### src/rtl/display_pkg.sv
// rtl/display_pkg.sv - shared constants and types for the display bus readback
package display_pkg;

  // Bit positions on the 12-bit display bus
  localparam int SEG_H   = 7;
  localparam int SEG_PT  = 8;
  localparam int DIG_LSB = 9;

  // Raw segment patterns [6:0] that encode codes 0..7
  localparam logic [6:0] SEG_PAT [0:7] = '{
    7'h7F, 7'h08, 7'h46, 7'h47, 7'h12, 7'h03, 7'h42, 7'h06
  };

  typedef enum logic [1:0] {
    S_TRACK = 2'd0,
    S_EMIT  = 2'd1,
    S_DONE  = 2'd2
  } stateT;

endpackage

### src/rtl/seg_pattern_dec.sv
// rtl/seg_pattern_dec.sv - maps a 7-bit segment pattern back to its code
module seg_pattern_dec
  import display_pkg::*;
(
  input  logic [6:0] segs,
  output logic       hit,
  output logic [2:0] code
);

  // Table lookup; patterns are unique so at most one entry matches
  always_comb begin
    hit  = 1'b0;
    code = 3'd0;
    for (int i = 0; i < 8; i++) begin
      if (segs == SEG_PAT[i]) begin
        hit  = 1'b1;
        code = 3'(i);
      end
    end
  end

endmodule

### src/rtl/display_readback.sv
// rtl/display_readback.sv - reports each stable display frame as a decoded record
module display_readback
  import display_pkg::*;
#(
  parameter int STABLE_CYCLES = 4,
  parameter int CNT_W         = 3
) (
  input  logic        clk,
  input  logic        rst,
  input  logic [11:0] segs_in,
  input  logic        ready,
  output logic        valid,
  output logic [2:0]  code_out,
  output logic [1:0]  digit_out,
  output logic        on_out,
  output logic        err_out,
  output logic        ovf_out,
  input  logic        ovf_clr
);

  // Counter saturates one below STABLE_CYCLES: the sample that loads in_q is the first one
  localparam logic [CNT_W-1:0] CNT_MAX = CNT_W'(STABLE_CYCLES - 1);

  logic [11:0]      inQ;
  logic [11:0]      lastFrame;
  logic [CNT_W-1:0] stableCnt;
  stateT            state;
  stateT            nextState;
  logic             patHit;
  logic [2:0]       patCode;
  logic [2:0]       digEn;
  logic             blank;
  logic             multiDigit;
  logic [1:0]       digitSel;
  logic             busMoved;
  logic             stable;
  logic             loadRec;
  logic             saveLast;
  logic             clrCnt;
  logic             dropValid;

  seg_pattern_dec uDec (
    .segs (inQ[6:0]),
    .hit  (patHit),
    .code (patCode)
  );

  // Digit enables are active low on the bus; flip them once here
  assign digEn      = ~inQ[DIG_LSB +: 3];
  assign blank      = (digEn == 3'b000);
  assign multiDigit = ((digEn & (digEn - 3'd1)) != 3'b000);
  assign busMoved   = (segs_in != inQ);
  assign stable     = !busMoved && (stableCnt == CNT_MAX);

  // Lowest enabled digit wins when several are enabled
  always_comb begin
    digitSel = 2'd2;
    if (digEn[0])      digitSel = 2'd0;
    else if (digEn[1]) digitSel = 2'd1;
  end

  // Bus sampling register
  always_ff @(posedge clk or posedge rst) begin
    if (rst) inQ <= 12'hFFF;
    else     inQ <= segs_in;
  end

  // Stability counter: restarts on any bus change or when the FSM rearms tracking
  always_ff @(posedge clk or posedge rst) begin
    if (rst)                      stableCnt <= '0;
    else if (busMoved || clrCnt)  stableCnt <= '0;
    else if (stableCnt != CNT_MAX) stableCnt <= stableCnt + CNT_W'(1);
  end

  // Remember the last frame handled so a held frame is not reported again
  always_ff @(posedge clk or posedge rst) begin
    if (rst)           lastFrame <= 12'hFFF;
    else if (saveLast) lastFrame <= inQ;
  end

  // FSM state register
  always_ff @(posedge clk or posedge rst) begin
    if (rst) state <= S_TRACK;
    else     state <= nextState;
  end

  // FSM next state and control strobes
  always_comb begin
    nextState = state;
    loadRec   = 1'b0;
    saveLast  = 1'b0;
    clrCnt    = 1'b0;
    dropValid = 1'b0;
    case (state)
      S_TRACK: begin
        if (stable) begin
          saveLast  = 1'b1;
          loadRec   = !blank;
          nextState = blank ? S_DONE : S_EMIT;
        end
      end
      S_EMIT: begin
        if (ready) begin
          dropValid = 1'b1;
          if (inQ != lastFrame) begin
            clrCnt    = 1'b1;
            nextState = S_TRACK;
          end else begin
            nextState = S_DONE;
          end
        end
      end
      S_DONE: begin
        if (inQ != lastFrame) nextState = S_TRACK;
      end
      default: nextState = S_TRACK;
    endcase
  end

  // Record registers: loaded once per frame, frozen while valid is high
  always_ff @(posedge clk or posedge rst) begin
    if (rst) begin
      valid     <= 1'b0;
      code_out  <= 3'd0;
      digit_out <= 2'd0;
      on_out    <= 1'b0;
      err_out   <= 1'b0;
    end else if (loadRec) begin
      valid     <= 1'b1;
      code_out  <= patHit ? patCode : 3'd0;
      digit_out <= digitSel;
      on_out    <= ~inQ[SEG_H];
      err_out   <= !patHit || multiDigit;
    end else if (dropValid) begin
      valid     <= 1'b0;
    end
  end

  // Sticky overflow: bus moved while a record was waiting; setting beats clearing
  always_ff @(posedge clk or posedge rst) begin
    if (rst)                              ovf_out <= 1'b0;
    else if (state == S_EMIT && busMoved) ovf_out <= 1'b1;
    else if (ovf_clr)                     ovf_out <= 1'b0;
  end

endmodule

### config.mk
export PLATFORM = sky130hd
export DESIGN_NAME = display_readback
export DESIGN_NICKNAME = d
export VERILOG_FILES = /design/src/rtl/display_pkg.sv /design/src/rtl/seg_pattern_dec.sv /design/src/rtl/display_readback.sv
export SDC_FILE = /design/constraint.sdc
export NUM_CORES = 1
export LEC_CHECK = 0
export ABC_AREA = 1
export CELL_PAD_IN_SITES_DETAIL_PLACEMENT = 1
export CELL_PAD_IN_SITES_GLOBAL_PLACEMENT = 1
export CORE_ASPECT_RATIO = 0.75
export CORE_MARGIN = 2
export CORE_UTILIZATION = 40
export CTS_CLUSTER_DIAMETER = 40
export DETAILED_ROUTE_END_ITERATION = 12
export PLACE_DENSITY_LB_ADDON = 0.1
export SYNTH_ARGS = -nofsm -noshare
export SYNTH_HDL_FRONTEND = slang
export SYNTH_SLANG_ARGS = --single-unit
### constraint.sdc
create_clock -name clk -period 1.86 [get_ports clk]
set_clock_uncertainty 0.1 [all_clocks]
set_input_delay 0.465 -clock clk [delete_from_list [all_inputs] [get_ports clk]]
set_output_delay 0.465 -clock clk [all_outputs]
set_load 0.02 [all_outputs]
==> results of run 1 <==
sequential cells by signal, summed over array words and instances (netlist names):
| name | count |
|---|---|
| inQ | 12 |
| lastFrame | 12 |
| digit_out | 2 |
| valid | 1 |
| stableCnt | 3 |
| code_out | 3 |
| on_out | 1 |
| err_out | 1 |
| state | 2 |
| ovf_out | 1 |
stage by stage:
stage,power (W),cell area [um2],std cells
after floorplan,0.0009740,2103,286
after global routing,0.001833,2728,397
after detailed placement,0.001052,2477,386
after global placement,0.001049,2477,386
final,0.001766,2728,397
after CTS,0.001775,2626,394
layout by cell type, fill, tap and decap left out, types with 3 or more instances in the layout:
cell type / netlist / routed
nor3_1: 3 / 3
nand4_1: 16 / 16
buf_4: 0 / 11
dfstp_2: 24 / 24
nand2_2: 0 / 3
buf_6: 3 / 3
inv_1: 37 / 37
dlymetal6s2s_1: 0 / 17
nor2_2: 2 / 4
xnor2_1: 8 / 4
clkbuf_8: 0 / 5
clkdlybuf4s50_1: 0 / 6
nand3_1: 8 / 8
nor2_1: 25 / 22
dfrtp_1: 14 / 14
xnor2_2: 0 / 4
nand2_1: 125 / 122
area by class of cell:
type,instances,area share (%)
clock buffers,5,2.523
repair buffers,39,15.32
inverters,37,5.092
multi-input cells,203,36.33
flip-flops and latches,38,35.96
clock inverters,3,1.468
well taps,72,3.303
timing repair:
item                                    CTS  global route
endpoints found under the setup margin   11            27
pin swaps                                 0             8
hold buffers                              0             0
resized for setup                         8            27
endpoints found under the hold margin     0             0
setup buffers                             0             3
report_power, final:
part | internal [W] | total [W] | leakage, nW | switching (W)
sequential | 0.000852 | 0.000871 | 0.446 | 0.0000191
clock | 0.000395 | 0.000711 | 0.0579 | 0.000316
combinational | 0.0000778 | 0.000185 | 1.08 | 0.000107
final timing paths:
check | start | endpoint
min in group asynchronous | rst | ovf_out
worst min-delay path | segs_in[9] | inQ[9]
worst max register to register | inQ[5] | lastFrame[9]
worst min register to register | code_out[1] | code_out[1]
max in group asynchronous | rst | lastFrame[0]
worst max-delay path | err_out | err_out
metal layers:
metal | routed length [um] | up-vias | part of all wire, % | track usage [%]
met5 | 0 | - | 0 | 0
met4 | 72 | 0 | 1.2 | 6.346
met3 | 111 | 6 | 1.9 | 3.717
met2 | 2585 | 22 | 45 | 33.81
met1 | 2993 | 881 | 52 | 29.06
li1 | - | 953 | - | -
cell families after synthesis:
logic type      Yosys count  synth area share, %
flops                    38                46.64
compound gates            6                1.607
mux                       1               0.4759
simple gates            184                36.53
buf+inv                  45                9.399
fa+ha+maj                 2                1.190
xor+xnor                 10                4.164
==> results.json, run 1 <==
{
  "run_status": "finished clean",
  "start_kind": "register",
  "crit_slowest_cell": "clkdlybuf4s50_1",
  "yosysSeqAreaShare_pct": 46.64,
  "final-seq-area_um2": 980.9,
  "cts-root-buf": "clkbuf_8",
  "post-route-period-util_pct": 97.26,
  "setup-violations-final": 0,
  "hpwl_um": 4096,
  "setup_tns_ns": 0,
  "tightestPinTransition_ns": 0.4304,
  "nets": 342,
  "p_per_area_nw_per_um2": 647.6,
  "portBuffers": 24,
  "yosysTopAreaCellShare_pct": 29.98,
  "pre_cts_slack_ns": -0.3532,
  "synth_top_cell_by_area": "dfstp_2",
  "clkTransAtPathRegs_ns": 0.08,
  "ioPinCount": 25,
  "max_stage_delay_ns": 0.60,
  "grt_pass1_wl_um": 9287,
  "numCtsBuffers": 5,
  "n_fill_cell": 616,
  "synthCells": 286,
  "grt-ovfl-total": 0,
  "syn_area_um2": 2103,
  "yosys.cell_types.count": 23,
  "grt_usage_pct": 21.08,
  "yosysWarnings": 0,
  "path_depth": 1,
  "synth-edff-count": 0,
  "critPathTopFamily": "buffers and inverters",
  "ys_seq_elements": 38,
  "coreArea_um2": 4982,
  "p_leak_nw": 1.588,
  "relSlewSlack_pct": 71.09,
  "crit_required_ns": 1.29,
  "cts_max_level": 2,
  "grt_max_degree": 39,
  "ys.flop_type": "dfstp_2",
  "wl_per_cell_um": 14.51,
  "gp_congestion": 0.7852,
  "cts_sinks": 38,
  "diodes": 0,
  "rrSetupSlack_ns": 0.07,
  "first_pass_iters": 4,
  "drcViolationCount": 0,
  "die_area_um2": 5860,
  "antenna_found_initial": 0,
  "worstPathArrival_ns": 1.24,
  "async_flop_share_pct": 100.0,
  "wl_um": 5761,
  "multi_input_area_um2": 991.0,
  "critPathKind": "register to primary output",
  "start_util_pct": 42.21,
  "cp_max_fo": 2,
  "yosys-top-cells-count": "nand2_1 (125), inv_1 (37), nor2_1 (25)",
  "hp-class": "input port to register",
  "grt_pass1_vias": 1967,
  "clock_path_buffers": 2,
  "synthMostInstantiatedCell": "nand2_1",
  "hold_ws_ns": 0.2160,
  "maxSlewViolCount": 0,
  "area_growth_pct": 29.68,
  "finish.utilization_pct": 54.75,
  "path_buf_inv": 1,
  "fp-row-count": 22,
  "synth_area_leaders": "dfstp_2 (30%), nand2_1 (22%), dfrtp_1 (17%)",
  "setup_ws_ns": 0.05093,
  "cts_tree": "built",
  "clkLatencyLatePin_ns": 0.29,
  "syn-num-nets": 304,
  "avgSynthCellArea_um2": 7.354,
  "hold_path_depth": 1,
  "die_y_um": 66.80,
  "fmax_ghz": 0.5528,
  "cp-end-kind": "primary output",
  "fin_crit_ns": 1.809,
  "cap_violations": 0,
  "r2r_cells": 9,
  "drive_gt1_share_pct": 19.08,
  "vias": 1862,
  "drt_iter0_markers": 75,
  "via_per_inst": 4.690,
  "ir_drop_mv": 0.3224,
  "path_cells": "clkdlybuf4s50_1",
  "die_w_um": 87.73,
  "hold_viol": 0,
  "ant_nets": 0
}
(Power assumes the default switching activity.)
==> run 2: changes to the inputs <==
--- a/config.mk
+++ b/config.mk
@@ -10,7 +10,7 @@
 export CELL_PAD_IN_SITES_GLOBAL_PLACEMENT = 1
 export CORE_ASPECT_RATIO = 0.75
 export CORE_MARGIN = 2
-export CORE_UTILIZATION = 40
+export CORE_UTILIZATION = 36
 export CTS_CLUSTER_DIAMETER = 40
 export DETAILED_ROUTE_END_ITERATION = 12
 export PLACE_DENSITY_LB_ADDON = 0.1
==> constraint.sdc (replaced) <==
create_clock -name clk -period 1.6 [get_ports clk]
set_clock_uncertainty 0.1 [all_clocks]
set_input_delay 0.4 -clock clk [delete_from_list [all_inputs] [get_ports clk]]
set_output_delay 0.4 -clock clk [all_outputs]
set_load 0.02 [all_outputs]
==> run 2 against run 1 <==
Combinational power up 45%. Clock power down 2.8%. Sequential power up 15%. Core utilization down 3.4 points. Flip-flop and latch count unchanged. Power up 11%. Via count up 9.2%. The run now ends with negative setup slack left. Cell count up 7.8%.
==> results.json, run 2 (synthesized netlist as in run 1, its figures left out) <==
{
  "first_pass_iters": 4,
  "crit_slowest_cell": "dfstp_2",
  "critPathTopFamily": "simple AND/OR/NAND/NOR gates",
  "p_leak_nw": 1.551,
  "ir_drop_mv": 0.3904,
  "via_per_inst": 4.750,
  "ioPinCount": 25,
  "run_status": "finished, violations left",
  "instances_no_fill": 428,
  "numCtsBuffers": 5,
  "grt_pass1_wl_um": 10250,
  "setup_ws_ns": -0.1766,
  "portBuffers": 24,
  "critPathKind": "register to register",
  "wl_per_cell_um": 14.38,
  "coreArea_um2": 5736,
  "post-route-period-util_pct": 111.0,
  "pre_cts_slack_ns": -0.5898,
  "hp-class": "input port to register",
  "area_growth_pct": 40.10,
  "setup_tns_ns": -3.476,
  "path_cells": "xnor2_2, nand2_1, nor2_2, and2_4, nand4_1, buf_6, nand2_2, nand2_1",
  "crit_required_ns": 1.73,
  "clkTransAtPathRegs_ns": 0.08,
  "dp_cells": 415,
  "drt_iter0_markers": 86,
  "final_common_cell": "nand2_1",
  "drcViolationCount": 0,
  "rsz0062_at_grt": "true",
  "fin_crit_ns": 1.777,
  "grt_usage_pct": 20.26,
  "dpl_cell_area_um2": 2665,
  "reg2reg_from": "inQ[4]",
  "start_util_pct": 36.67,
  "setup-violations-final": 24,
  "gp_congestion": 0.8303,
  "path_buf_inv": 1,
  "cts_max_level": 2,
  "clkLatencyLatePin_ns": 0.29,
  "fp-row-count": 24,
  "ant_nets": 0,
  "ctsHoldBuffers": 0,
  "grt_max_degree": 39,
  "grt_pass1_vias": 2138,
  "cts_sinks": 38,
  "violations": "negative setup slack",
  "worstPathArrival_ns": 1.90,
  "wl_um": 6156,
  "cp-end-kind": "register",
  "diodes": 0,
  "postLayoutCellArea_um2": 2947,
  "die_y_um": 70.20,
  "maxSlewViolCount": 0,
  "cts_tree": "built",
  "hold_start": "segs_in[0]",
  "cts-root-buf": "clkbuf_8",
  "antenna_found_initial": 0,
  "drive_gt1_share_pct": 34.29,
  "grt-ovfl-total": 0,
  "tightestPinTransition_ns": 0.3358,
  "cap_violations": 0,
  "cp_max_fo": 8,
  "fmax_ghz": 0.5629,
  "die_w_um": 92.26,
  "relSlewSlack_pct": 77.53,
  "p_per_area_nw_per_um2": 666.8,
  "n_fill_cell": 714,
  "hold_viol": 0,
  "top_regs": "inQ x12, lastFrame x12",
  "hpwl_um": 4590,
  "die_area_um2": 6476,
  "max_stage_delay_ns": 0.58,
  "nets": 367,
  "cp-startpoint": "inQ[4]",
  "start_kind": "register",
  "vias": 2033,
  "clock_path_buffers": 2,
  "final_cell_mix": "nand2_1 (98), inv_1 (36), buf_4 (34), nand2_2 (26), dfstp_2 (24)",
  "crit_top_cell": "nand2_1"
}
run 2: cell types whose count changed in the layout (fill, tap and decap cells not counted), moves of 5 or more:
cell	previous run	this run
buf_4	11	34
nand2_1	122	98
dlymetal6s2s_1	17	0
nand2_2	3	26
nor2_1	22	17
dlygate4sd2_1	1	21
nor2_2	4	9
run 2: what timing repair did:
item / in CTS / in global routing
setup buffers: 3 / 2
endpoints found under the setup margin: 35 / 26
resized for setup: 60 / 16
endpoints found under the hold margin: 0 / 0
pin swaps: 26 / 12
run 2: power by group:
part,internal [W],switching [W]
clock,0.000348,0.000343
sequential,0.000990,0.0000143
combinational,0.000121,0.000148
run 2: layer usage:
metal	up-vias	GRT usage [%]	routed length [um]
met5	-	0	0
met4	0	2.985	85
li1	1002	-	-
met1	979	28.92	3008
met3	6	3.991	257
met2	46	32.84	2805
run 2: metrics by stage:
step / power (W) / hold slack, ns / util, %
6_report: 0.001965 / 0.2764 / 51.37
5_1_grt: 0.002047 / 0.2744 / 51.37
3_5_place_dp: 0.001272 / 0.3636 / 46.47
4_1_cts: 0.001976 / 0.2750 / 50.22
3_3_place_gp: 0.001267 / 0.3620 / 46.47
2_1_floorplan: 0.001134 / 0.3045 / -
run 2: worst paths after layout:
path | to | slack [ns] | cells past startpoint
min in group asynchronous | valid | 0.37 | 3
max in group asynchronous | inQ[11] | 0.76 | 3
worst max-delay path | lastFrame[3] | -0.18 | 8
worst max register to register | lastFrame[3] | -0.18 | 8
worst min register to register | lastFrame[5] | 0.37 | 2
worst min-delay path | inQ[0] | 0.28 | 1
run 2: layout make-up:
type | instances | area (um2) | area share [%]
Tap cell | 78 | 97.59 | 3.312
Multi-Input combinational cell | 203 | 1089 | 36.94
Sequential cell | 38 | 980.9 | 33.29
Clock buffer | 7 | 86.33 | 2.930
Clock inverter | 1 | 5.005 | 0.1699
Inverter | 37 | 138.9 | 4.713
Timing Repair Buffer | 64 | 549.3 | 18.64
run 2: worst register-to-register path: stages, from the launching register on:
cell	delay [ns]
dfstp_2	0.58
xnor2_2	0.14
nand2_1	0.10
nor2_2	0.12
and2_4	0.18
nand4_1	0.17
buf_6	0.21
nand2_2	0.06
nand2_1	0.05
==> run 3: changes to the inputs <==
--- a/config.mk
+++ b/config.mk
@@ -6,6 +6,7 @@
 export NUM_CORES = 1
 export LEC_CHECK = 0
 export ABC_AREA = 1
+export ABC_CLOCK_PERIOD_IN_PS = 1600
 export CELL_PAD_IN_SITES_DETAIL_PLACEMENT = 1
 export CELL_PAD_IN_SITES_GLOBAL_PLACEMENT = 1
 export CORE_ASPECT_RATIO = 0.75
@@ -14,6 +15,7 @@
 export CTS_CLUSTER_DIAMETER = 40
 export DETAILED_ROUTE_END_ITERATION = 12
 export PLACE_DENSITY_LB_ADDON = 0.1
+export REMOVE_ABC_BUFFERS = 1
 export SYNTH_ARGS = -nofsm -noshare
 export SYNTH_HDL_FRONTEND = slang
 export SYNTH_SLANG_ARGS = --single-unit
==> run 3 against run 2 <==
Largest cell class unchanged. Flip-flop and latch count is the same. Via count rose by 2.8%. Core utilization grew 2.3 points. The flow still finishes with violations (negative setup slack).
==> results.json, run 3 (synthesized netlist as in run 1, its figures left out) <==
{
  "instances_no_fill": 437,
  "grt-ovfl-total": 0,
  "drive_gt1_share_pct": 40.11,
  "cts_sinks": 38,
  "numCtsBuffers": 5,
  "r2r_cells": 8,
  "coreArea_um2": 5736,
  "hold_path_depth": 1,
  "cts_max_level": 2,
  "p_sw_share_pct": 26.26,
  "dp_cells": 420,
  "vias": 2090,
  "hold_viol": 0,
  "relSlewSlack_pct": 76.75,
  "power.share.combinational_pct": 13.6,
  "die_w_um": 92.26,
  "ir_drop_mv": 0.5068,
  "violations": "negative setup slack",
  "diodes": 0,
  "intPower_w": 0.001458,
  "die_y_um": 70.20,
  "post-route-period-util_pct": 112.6,
  "crit_top_cell": "nand2_1",
  "grt_max_degree": 39,
  "portBuffers": 24,
  "p_sw_w": 0.0005194,
  "first_pass_iters": 4,
  "crit_slowest_cell": "dfstp_2",
  "cts-root-buf": "clkbuf_8",
  "maxSlewViolCount": 0,
  "die_area_um2": 6476,
  "drcViolationCount": 0,
  "gp_congestion": 0.8310,
  "max_stage_delay_ns": 0.58,
  "run_status": "finished, violations left",
  "fin_crit_ns": 1.802,
  "clock_path_buffers": 2,
  "final_cell_mix": "nand2_1 (84), buf_4 (41), nand2_2 (38), inv_1 (35), dfstp_2 (24)",
  "nets": 376,
  "postLayoutCellArea_um2": 3079,
  "grt_pass1_vias": 2239,
  "start_util_pct": 36.67,
  "crit_required_ns": 1.73,
  "setup_ws_ns": -0.2016,
  "tightestPinTransition_ns": 0.3475,
  "seq_power_share_pct": 50.8,
  "critPathKind": "register to register",
  "clkLatencyLatePin_ns": 0.29,
  "clkTransAtPathRegs_ns": 0.08,
  "grt_pass1_wl_um": 10720,
  "final_common_cell": "nand2_1",
  "power_frac_clock_pct": 35.6,
  "dpl_cell_area_um2": 2695,
  "fmax_ghz": 0.5551,
  "hp-class": "input port to register",
  "setup-violations-final": 25,
  "worstPathArrival_ns": 1.93,
  "cp-end-kind": "register",
  "n_fill_cell": 747,
  "hold_ws_ns": 0.2647,
  "ant_nets": 0,
  "cts_tree": "built",
  "path_cells": "xnor2_2, nand2_1, nor2_2, and2_4, nand4_1, buf_6, nand2_2, nand2_1",
  "cp_max_fo": 8,
  "p_leak_nw": 1.630,
  "rsz0062_at_grt": "true",
  "wl_per_cell_um": 14.46,
  "grt_usage_pct": 21.38,
  "ctsHoldBuffers": 0,
  "cap_violations": 0,
  "wl_um": 6321,
  "fp-row-count": 24,
  "ioPinCount": 25,
  "p_per_area_nw_per_um2": 642.3,
  "area_growth_pct": 46.40,
  "via_per_inst": 4.783,
  "drt_iter0_markers": 70,
  "antenna_found_initial": 0,
  "top_regs": "inQ x12, lastFrame x12",
  "hpwl_um": 4518,
  "start_kind": "register"
}
## run 3: cell types whose count changed in the layout (fill, tap and decap cells not counted), moves of 2 or more
cell	before	now
nand2_4	1	3
nor2_4	1	3
buf_4	34	41
nor2_2	9	6
nand2_2	26	38
nand2_1	98	84
buf_6	4	6
## run 3: worst paths after layout
check,from,end,slack [ns]
max in group asynchronous,rst,lastFrame[1],0.78
hold / removal,segs_in[8],inQ[8],0.26
setup / recovery,inQ[4],lastFrame[0],-0.20
hold reg to reg,lastFrame[9],lastFrame[9],0.37
setup reg to reg,inQ[4],lastFrame[0],-0.20
min in group asynchronous,rst,code_out[2],0.36
## run 3: cell type report
cell class | instances | area (um2) | area share (%)
clock buffer | 7 | 86.33 | 2.804
clock inverter | 1 | 5.005 | 0.1625
inverter | 37 | 138.9 | 4.510
multi-input combinational | 204 | 1161 | 37.71
sequential | 38 | 980.9 | 31.86
tap | 78 | 97.59 | 3.169
timing repair buffer | 72 | 609.3 | 19.79
## run 3: power groups by stage
| stage | combinational (W) | clock, W | sequential (W) |
|---|---|---|---|
| after floorplan | 0.000101 | 0 | 0.00103 |
| after global placement | 0.000229 | 0 | 0.00102 |
| after detailed placement | 0.000235 | 0 | 0.00102 |
| after CTS | 0.000255 | 0.000725 | 0.00100 |
| after global routing | 0.000299 | 0.000763 | 0.00101 |
| final | 0.000268 | 0.000704 | 0.00100 |
## run 3: critical path: cells and delay by family, from the launching register on
kind	cells	cell delay, ns
XOR/XNOR	1	0.14
buffers and inverters	1	0.20
flip-flops	1	0.58
AND/OR/NAND/NOR	6	0.73
## run 3: repair_timing
item | CTS | global route
pin swaps | 20 | 25
setup buffers | 7 | 1
gates resized for setup | 70 | 27
cloned | 1 | 0
setup endpoints to repair | 35 | 26
## run 3: per-stage QoR
step | util [%] | setup TNS, ns | power, W | worst slack (ns)
3_3_place_gp | 46.99 | -12.29 | 0.001248 | -0.5189
2_1_floorplan | - | -2.688 | 0.001127 | -0.1409
6_report | 53.69 | -3.552 | 0.001978 | -0.2016
3_5_place_dp | 46.99 | -14.57 | 0.001256 | -0.6624
4_1_cts | 52.09 | -2.564 | 0.001985 | -0.1689
5_1_grt | 53.69 | -5.476 | 0.002070 | -0.2814
## run 3: layer usage
layer / track usage (%) / share of wire [%] / vias up
met5: 0 / 0 / -
met4: 6.302 / 1.2 / 0
met3: 3.236 / 1.8 / 6
met2: 37.09 / 51 / 18
met1: 27.77 / 46 / 1038
li1: - / - / 1028
